<file path="src/rtl/mips_bus_arbiter_if.sv">
// Requester-side and memory-bus-side signal bundle for mips_bus_arbiter.
// master: arbiter view (drives bus strobes and responses); slave: requesters and memory.
interface mips_bus_arbiter_if #(
  parameter int NCH = 2,
  parameter int AW  = 32,
  parameter int DW  = 32
);
  localparam int BE = DW / 8;

  logic [NCH-1:0]    req_valid;
  logic [NCH-1:0]    req_write;
  logic [NCH*AW-1:0] req_address;
  logic [NCH*DW-1:0] req_writedata;
  logic [NCH*BE-1:0] req_byteenable;
  logic [NCH-1:0]    req_ready;
  logic [NCH-1:0]    rsp_valid;
  logic [DW-1:0]     rsp_readdata;
  logic              busy;

  logic [AW-1:0]     address;
  logic              read;
  logic              write;
  logic [DW-1:0]     writedata;
  logic [BE-1:0]     byteenable;
  logic [DW-1:0]     readdata;
  logic              waitrequest;

  modport master (
    input  req_valid,
    input  req_write,
    input  req_address,
    input  req_writedata,
    input  req_byteenable,
    output req_ready,
    output rsp_valid,
    output rsp_readdata,
    output busy,
    output address,
    output read,
    output write,
    output writedata,
    output byteenable,
    input  readdata,
    input  waitrequest
  );

  modport slave (
    output req_valid,
    output req_write,
    output req_address,
    output req_writedata,
    output req_byteenable,
    input  req_ready,
    input  rsp_valid,
    input  rsp_readdata,
    input  busy,
    input  address,
    input  read,
    input  write,
    input  writedata,
    input  byteenable,
    output readdata,
    input  waitrequest
  );
endinterface

</file>
<file path="src/rtl/mips_bus_arbiter.sv">
// NCH-channel fixed/round-robin arbiter onto a single Avalon-style bus.
// Ports: clk, reset (async active-low), bus (mips_bus_arbiter_if.master).
module mips_bus_arbiter #(
  parameter int NCH = 2,
  parameter int AW  = 32,
  parameter int DW  = 32,
  parameter int RR  = 0
) (
  input  logic                clk,
  input  logic                reset,
  mips_bus_arbiter_if.master  bus
);

  localparam int BE = DW / 8;
  localparam int IW = (NCH > 1) ? $clog2(NCH) : 1;

  typedef enum logic {
    S_IDLE   = 1'b0,
    S_ACCESS = 1'b1
  } state_t;

  state_t        r_state;
  logic [IW-1:0] r_last;
  logic [IW-1:0] r_owner;
  logic          r_wr;
  logic          r_read;
  logic          r_write;
  logic [AW-1:0] r_addr;
  logic [DW-1:0] r_wdata;
  logic [BE-1:0] r_be;
  logic [NCH-1:0] r_rsp_valid;
  logic [DW-1:0] r_rsp_rdata;

  logic          w_done;
  logic          w_arb_en;
  logic [IW-1:0] w_start;
  logic          w_found;
  logic [IW-1:0] w_gidx;
  logic          w_grant;
  logic          w_sel_wr;
  logic [AW-1:0] w_sel_addr;
  logic [DW-1:0] w_sel_wdata;
  logic [BE-1:0] w_sel_be;

  assign w_done   = (r_state == S_ACCESS) && !bus.waitrequest;
  // Reset gates the grant so req_ready drops as soon as reset asserts.
  assign w_arb_en = reset && ((r_state == S_IDLE) || w_done);
  assign w_grant  = w_arb_en && w_found;

  always_comb begin
    w_start = '0;
    if (RR != 0 && NCH > 1) begin
      if (r_last == IW'(NCH - 1))
        w_start = '0;
      else
        w_start = r_last + IW'(1);
    end
  end

  // Scan channels in priority order starting at w_start.
  always_comb begin
    w_found = 1'b0;
    w_gidx  = '0;
    for (int k = 0; k < NCH; k++) begin
      for (int i = 0; i < NCH; i++) begin
        if (!w_found && bus.req_valid[i] &&
            ((int'(w_start) + k) % NCH == i)) begin
          w_found = 1'b1;
          w_gidx  = IW'(i);
        end
      end
    end
  end

  always_comb begin
    w_sel_wr    = 1'b0;
    w_sel_addr  = '0;
    w_sel_wdata = '0;
    w_sel_be    = '0;
    for (int i = 0; i < NCH; i++) begin
      if (w_gidx == IW'(i)) begin
        w_sel_wr    = bus.req_write[i];
        w_sel_addr  = bus.req_address[i*AW +: AW];
        w_sel_wdata = bus.req_writedata[i*DW +: DW];
        w_sel_be    = bus.req_byteenable[i*BE +: BE];
      end
    end
  end

  always_comb begin
    bus.req_ready = '0;
    for (int i = 0; i < NCH; i++)
      bus.req_ready[i] = w_grant && (w_gidx == IW'(i));
  end

  always_ff @(posedge clk or negedge reset) begin
    if (!reset) begin
      r_state     <= S_IDLE;
      r_last      <= IW'(NCH - 1);
      r_owner     <= '0;
      r_wr        <= 1'b0;
      r_read      <= 1'b0;
      r_write     <= 1'b0;
      r_addr      <= '0;
      r_wdata     <= '0;
      r_be        <= '0;
      r_rsp_valid <= '0;
      r_rsp_rdata <= '0;
    end else begin
      r_rsp_valid <= '0;
      if (w_done) begin
        for (int i = 0; i < NCH; i++)
          r_rsp_valid[i] <= (r_owner == IW'(i));
        if (!r_wr)
          r_rsp_rdata <= bus.readdata;
      end
      // A grant in the completion cycle keeps the strobes up back-to-back.
      if (w_grant) begin
        r_state <= S_ACCESS;
        r_owner <= w_gidx;
        r_last  <= w_gidx;
        r_wr    <= w_sel_wr;
        r_read  <= !w_sel_wr;
        r_write <= w_sel_wr;
        r_addr  <= w_sel_addr;
        r_wdata <= w_sel_wdata;
        r_be    <= w_sel_be;
      end else if (w_done) begin
        r_state <= S_IDLE;
        r_read  <= 1'b0;
        r_write <= 1'b0;
      end
    end
  end

  assign bus.busy         = (r_state == S_ACCESS);
  assign bus.read         = r_read;
  assign bus.write        = r_write;
  assign bus.address      = r_addr;
  assign bus.writedata    = r_wdata;
  assign bus.byteenable   = r_be;
  assign bus.rsp_valid    = r_rsp_valid;
  assign bus.rsp_readdata = r_rsp_rdata;

endmodule

</file>
<file path="src/flat_wrapper.sv">
// flat-port wrapper written by rule: the top's interface ports become plain ports
module mips_bus_arbiter_flat 
#(
  parameter int NCH = 2,
  parameter int AW  = 32,
  parameter int DW  = 32,
  parameter int RR  = 0
)
  (clk, reset, bus_req_valid, bus_req_write, bus_req_address, bus_req_writedata, bus_req_byteenable, bus_req_ready, bus_rsp_valid, bus_rsp_readdata, bus_busy, bus_address, bus_read, bus_write, bus_writedata, bus_byteenable, bus_readdata, bus_waitrequest);
  mips_bus_arbiter_if #(.NCH(NCH), .AW(AW), .DW(DW)) bus_i ();
  input  logic clk;
  input  logic reset;
  input wire logic [$bits(bus_i.req_valid)-1:0] bus_req_valid;
  input wire logic [$bits(bus_i.req_write)-1:0] bus_req_write;
  input wire logic [$bits(bus_i.req_address)-1:0] bus_req_address;
  input wire logic [$bits(bus_i.req_writedata)-1:0] bus_req_writedata;
  input wire logic [$bits(bus_i.req_byteenable)-1:0] bus_req_byteenable;
  output wire logic [$bits(bus_i.req_ready)-1:0] bus_req_ready;
  output wire logic [$bits(bus_i.rsp_valid)-1:0] bus_rsp_valid;
  output wire logic [$bits(bus_i.rsp_readdata)-1:0] bus_rsp_readdata;
  output wire logic [$bits(bus_i.busy)-1:0] bus_busy;
  output wire logic [$bits(bus_i.address)-1:0] bus_address;
  output wire logic [$bits(bus_i.read)-1:0] bus_read;
  output wire logic [$bits(bus_i.write)-1:0] bus_write;
  output wire logic [$bits(bus_i.writedata)-1:0] bus_writedata;
  output wire logic [$bits(bus_i.byteenable)-1:0] bus_byteenable;
  input wire logic [$bits(bus_i.readdata)-1:0] bus_readdata;
  input wire logic [$bits(bus_i.waitrequest)-1:0] bus_waitrequest;
  assign bus_i.req_valid = bus_req_valid;
  assign bus_i.req_write = bus_req_write;
  assign bus_i.req_address = bus_req_address;
  assign bus_i.req_writedata = bus_req_writedata;
  assign bus_i.req_byteenable = bus_req_byteenable;
  assign bus_req_ready = bus_i.req_ready;
  assign bus_rsp_valid = bus_i.rsp_valid;
  assign bus_rsp_readdata = bus_i.rsp_readdata;
  assign bus_busy = bus_i.busy;
  assign bus_address = bus_i.address;
  assign bus_read = bus_i.read;
  assign bus_write = bus_i.write;
  assign bus_writedata = bus_i.writedata;
  assign bus_byteenable = bus_i.byteenable;
  assign bus_i.readdata = bus_readdata;
  assign bus_i.waitrequest = bus_waitrequest;
  mips_bus_arbiter #(.NCH(NCH), .AW(AW), .DW(DW), .RR(RR)) u_core (.clk(clk), .reset(reset), .bus(bus_i));
endmodule
</file>
<file path="config.mk">
export PLATFORM = sky130hd
export DESIGN_NAME = mips_bus_arbiter_flat
export DESIGN_NICKNAME = d
export VERILOG_FILES = /design/src/rtl/mips_bus_arbiter_if.sv /design/src/rtl/mips_bus_arbiter.sv /design/src/flat_wrapper.sv
export SDC_FILE = /design/constraint.sdc
export NUM_CORES = 1
export LEC_CHECK = 0
export BUFFER_PORTS_ARGS = -buffer_cell sky130_fd_sc_hd__buf_2
export CORE_AREA = 2 2 89 155
export CTS_CLUSTER_DIAMETER = 30
export CTS_CLUSTER_SIZE = 25
export DETAILED_ROUTE_END_ITERATION = 16
export DIE_AREA = 0 0 91 157
export PLACE_DENSITY = 0.72
export SLEW_MARGIN = 0
export SYNTH_ARGS = -nofsm -noshare
export SYNTH_HDL_FRONTEND = slang
export SYNTH_SLANG_ARGS = --single-unit
</file>
<file path="constraint.sdc">
create_clock -name clk -period 1.75 [get_ports clk]
set_input_delay 0.175 -clock clk [delete_from_list [all_inputs] [get_ports clk]]
set_output_delay 0.175 -clock clk [all_outputs]
set_load 0.03 [all_outputs]
</file>
Yosys cells after proc, flatten, opt, wreduce, memory -nomap -nowiden
Cells that the tools add are included.
{"block": "op_classes", "muxes": 12, "bitwise": 4, "n_reduce_logical": 12}
{"cell": "two-way mux 32 bit", "n": 2}
{"cell": "two-way mux 1 bit", "n": 8}
{"cell": "logical AND 1 bit", "n": 6}
{"cell": "two-way mux 4 bit", "n": 1}
{"cell": "inverter 1 bit", "n": 4}
{"cell": "zero test 1 bit", "n": 3}
{"cell": "two-way mux 2 bit", "n": 1}
{"cell": "AND reduction 2 bit", "n": 1}
{"cell": "nonzero test 2 bit", "n": 1}
{"cell": "logical OR 1 bit", "n": 1}
{"block": "totals", "regBits": 107, "in_bits": 175, "out_inout_bits": 107, "word_cells": 38}

Longest topological paths before layout
{"block": "depth", "depth_word": 7, "depth_mapped": 5, "depth_no_buf": 3}

Worst setup path after synthesis
Ideal clock, no wire load.
{"block": "synth_timing", "path_type": "register to register", "startpoint": "reg u_core.r_state (netlist: u_core.bus.busy)", "endpoint": "reg u_core.r_rsp_rdata[10] (netlist: u_core.bus.rsp_readdata[10])", "setup_time_ns": 0.125, "arrival_ns": 1.450, "path_slack_ns": 0.175, "path_stages_with_launch": 5, "synth_period_minus_slack_ns": 1.575, "cell_sequence": "dfrtp_1 nand2b_1 nor2_2 buf_2 mux2_2"}
{"block": "synth_between", "elab_chain_cells": 2}
{"item": "start: declaration", "line_no": "mips_bus_arbiter.sv:22", "source": "state_t r_state;"}
{"item": "start signal: assignment", "line_no": "mips_bus_arbiter.sv:98", "source": "r_state <= S_IDLE;"}
{"item": "start signal: assignment", "line_no": "mips_bus_arbiter.sv:119", "source": "r_state <= S_ACCESS;"}
{"item": "start signal: assignment", "line_no": "mips_bus_arbiter.sv:129", "source": "r_state <= S_IDLE;"}
{"item": "logical AND 1 bit", "line_no": "mips_bus_arbiter.sv:45", "source": "assign w_done = (r_state == S_ACCESS) && !bus.waitrequest;"}
{"item": "AND reduction 2 bit (no source line)"}
{"item": "end signal: assignment", "line_no": "mips_bus_arbiter.sv:115", "source": "r_rsp_rdata <= bus.readdata;"}
{"item": "end: declaration", "line_no": "mips_bus_arbiter.sv:32", "source": "logic [DW-1:0] r_rsp_rdata;"}
No other way between the ends.
A chain may end at the register's enable or synchronous reset.

Worst setup path after layout
{"block": "layout_timing", "startpoint": "reg u_core.r_state (netlist: u_core.bus.busy)", "endpoint": "out bus_req_ready[1]"}
{"block": "layout_between", "elab_chain_cells": 5, "elab_cells_between_ends": 6, "cone_classes": "bitwise (1); reduce/logical (5)"}
{"item": "logical AND 1 bit or inverter 1 bit (tied branches)", "line_no": "mips_bus_arbiter.sv:45, mips_bus_arbiter.sv:47"}
{"item": "logical OR 1 bit *", "line_no": "mips_bus_arbiter.sv:47", "source": "assign w_arb_en = reset && ((r_state == S_IDLE) || w_done);"}
{"item": "logical AND 1 bit *", "line_no": "mips_bus_arbiter.sv:47"}
{"item": "logical AND 1 bit *", "line_no": "mips_bus_arbiter.sv:48", "source": "assign w_grant = w_arb_en && w_found;"}
{"item": "logical AND 1 bit *", "line_no": "mips_bus_arbiter.sv:93", "source": "bus.req_ready[i] = w_grant && (w_gidx == IW'(i));"}
{"item": "end: declaration", "line_no": "flat_wrapper.sv:18", "source": "output wire logic [$bits(bus_i.req_ready)-1:0] bus_req_ready;"}
Mark *: on every way between the ends. The rest lies on a longest branch, timed or not.

==> flow_summary_export.csv <==
group,metric,value,unit
logic_synthesis,synth_seq_cells,107,
setup_path,cp_max_fo,4,
hold_path,hold_class,"in -> async",
global_routing,grt_pass1_wl,19300,um
clock_network,clk_path_buf_depth,2,
power,comb_power_share,37.7,%
logic_synthesis,yosysTopAreaCell,"dfrtp_1",
sta,post-route-period-util,85.7,%
logic_synthesis,synthDominantCellAreaShare,52.3,%
sta,maxSlewViolCount,0,
floorplanning,die-area,14300,um^2
power,seqPwrFrac,39.4,%
power,p_sw_share,37.6,%
setup_path,critPathKind,"reg -> out",
global_routing,antenna_found_initial,0,
power,p_int,0.00535,W
setup_path,required,1570,ps
sta,hold_viol_final,50,
logic_synthesis,yosys_warnings,0,
sta,fin_tns_setup,0,ps
setup_path,arrival,1320,ps
logic_synthesis,synth.avg_cell_area,16.3,um^2
logic_synthesis,syn_nets,489,
power,p_per_area,1230,nW/um^2
logic_synthesis,netlist_area,5120,um^2
setup_path,cp_cell_sequence,"nand2_1 -> nand2b_1 -> nor2_1 -> buf_2",
cells_and_area,syn2layout_area_growth,36.6,%
setup_path,slowest_delay,430,ps
sta,fin_crit,1500,ps
sta,setup_viol_count_final,0,
power,pwr-share-clk,22.9,%
cells_and_area,layout.nets,769,
cells_and_area,drive_above_1_share,79.0,%
sta,rsz0062_at_grt,"false",
placement,gp_congestion,0.813,
clock_network,cts.repair.resized,0,
drt,drt_wl_total,12400,um
flow_run,cap_violations,0,
sta,tightest_slew,599,ps
floorplanning,rows,55,
outcome,status,"finished with violations",
logic_synthesis,ys_types,18,
clock_network,htree_levels,3,
clock_network,clk_pin_slew,80,ps
drt,drt_iter0_markers,113,
power,finalPower,0.00858,W
global_routing,grt_util_all_layers,16.9,%
sta,fmax,0.667,GHz
floorplanning,ios,282,
global_routing,grt_pass1_vias,4065,
floorplanning,die_h,157,um
placement,portBuffers,281,
clock_network,cts_buffers,9,
drt,ant_nets,0,
drt,first_pass_iters,4,
clock_network,post_cts_buffers,0,
global_routing,grt_max_degree,108,
logic_synthesis,synth.area.top_cells,"dfrtp_1 (52%), mux2_2 (22%), mux2_4 (20%)",
drt,dr_total_vias,3625,
sta,hold_slack,-65.0,ps
logic_synthesis,syn_inst,314,
cells_and_area,final-seq-area,2680,um^2
power,vdd_drop_max,0.642,mV
cells_and_area,diodes,0,
floorplanning,dieWidth,91,um
floorplanning,start_util,39.6,%
clock_network,cts_tree,"built",
cells_and_area,multiInputGateArea,2280,um^2
clock_network,ctsRootBufferMaster,"clkbuf_16",
power,p_sw,0.00323,W
drt,wire_per_inst,16.2,um
drt,vias_per_cell,4.71,
sta,finClkSkew,10.0,ps
setup_path,start_kind,"register",
clock_network,hold_buffers,0,
setup_path,crit_path_top_delay_cell,"dfrtp_1",
setup_path,cp-end-kind,"primary output",
logic_synthesis,ys_seq_area_share,52.3,%
global_routing,gr-total-overflow,0,
clock_network,clock_latency,340,ps
drt,drc_errors,0,
floorplanning,core-area,12900,um^2
cells_and_area,fillers,1163,
clock_network,cts_sinks,107,
sta,slew_headroom,60.1,%
placement,hpwl,9690,um
outcome,violations,"hold timing",
power,power.leakage,3.63,nW
path summary, 6_finish.rpt:
check                                 start                     endpoint  slack [ps]  depth (start not counted)
setup / recovery            u_core.bus.busy             bus_req_ready[1]         250                          4
hold / removal                        reset             u_core.bus.write         -70                          2
setup reg to reg            u_core.bus.busy  u_core.bus.rsp_readdata[11]         290                          4
hold reg to reg              u_core.r_owner      u_core.bus.rsp_valid[0]         410                          1
max in group asynchronous             reset      u_core.bus.writedata[2]        1330                          2
min in group clk           bus_readdata[23]  u_core.bus.rsp_readdata[23]          60                          2
cells in the mapped netlist (all sizes together):
master	n
mux2	169
buf	18
nand2b	3
inv	2
a21oi	1
dfrtp	107
and3	1
nand2	3
and2	1
mux2i	4
o21ai	1
nor2	4
per-stage QoR:
step | cell area, um^2 | std cells | hold slack, ps | util (%) | worst slack (ps)
after floorplan | 5120 | 314 | -121 | - | 175
after global placement | 6700 | 754 | 387 | 51.8 | 261
after detailed placement | 6700 | 754 | 379 | 51.8 | 219
after CTS | 6990 | 770 | 4.74 | 54.0 | 219
after global routing | 6990 | 770 | 22.0 | 54.0 | 168
final | 6990 | 770 | -65.0 | 54.0 | 250
placed cells by master, fill, tap and decap left out:
master and count:
buf_2 280, clkinv_4 2, nand2b_1 2, o21ai_1 1, mux2i_1 4, inv_8 3
mux2_1 2, and2_1 1, buf_12 5, and3_1 1, mux2_4 67, dfrtp_1 107
nand2b_4 1, mux2_2 100, buf_4 2, clkinvlp_4 1, a21oi_4 1, inv_1 2
clkbuf_16 9, nor2_1 3, nand2_1 3, nor2_2 1, inv_6 1
kinds of logic after synthesis:
| logic type | count (synthesis) | share of synthesized area, % |
|---|---|---|
| flip-flops | 107 | 52.3 |
| buffers and inverters | 20 | 3.23 |
| AND/OR/NAND/NOR | 12 | 1.32 |
| AO/OA/AOI/OAI | 2 | 0.269 |
| multiplexers | 173 | 42.9 |
cell type report:
| cell class | instances | area share [%] |
|---|---|---|
| Tap cell | 171 | 3.06 |
| Sequential cell | 107 | 38.3 |
| Clock inverter | 7 | 0.966 |
| Multi-Input combinational cell | 187 | 32.7 |
| Clock buffer | 9 | 3.22 |
| Timing Repair Buffer | 287 | 21.7 |
| Inverter | 2 | 0.107 |
state kept, by name, summed over array words and instances, names as in the netlist:
name and count:
u_core.r_owner 1, u_core.bus.read 1, u_core.bus.busy 1, u_core.bus.address 32, u_core.bus.rsp_readdata 32, u_core.r_wr 1, u_core.bus.rsp_valid 2, u_core.bus.writedata 32
u_core.bus.byteenable 4, u_core.bus.write 1
critical path, delay by kind of cell (launching register included):
| kind | cells | cell delay (ps) |
|---|---|---|
| buffers and inverters | 1 | 210 |
| flip-flops | 1 | 430 |
| AND/OR/NAND/NOR | 3 | 340 |
power groups by stage:
stage | Combinational, W | Clock (W) | Sequential [W]
after CTS | 0.00327 | 0.00206 | 0.00338
after floorplan | 0.000926 | 0 | 0.00466
final | 0.00324 | 0.00197 | 0.00338
after global placement | 0.00321 | 0 | 0.00340
after detailed placement | 0.00327 | 0 | 0.00343
after global routing | 0.00340 | 0.00216 | 0.00347
routing by layer:
metal	part of all wire (%)	up-vias	global-route usage [%]
met5	0	-	0
met4	4.5	0	9.16
met3	5.6	37	3.06
met2	56	164	32.1
met1	34	1748	17.3
li1	-	1676	-
Power figures use the tool's default switching activity.
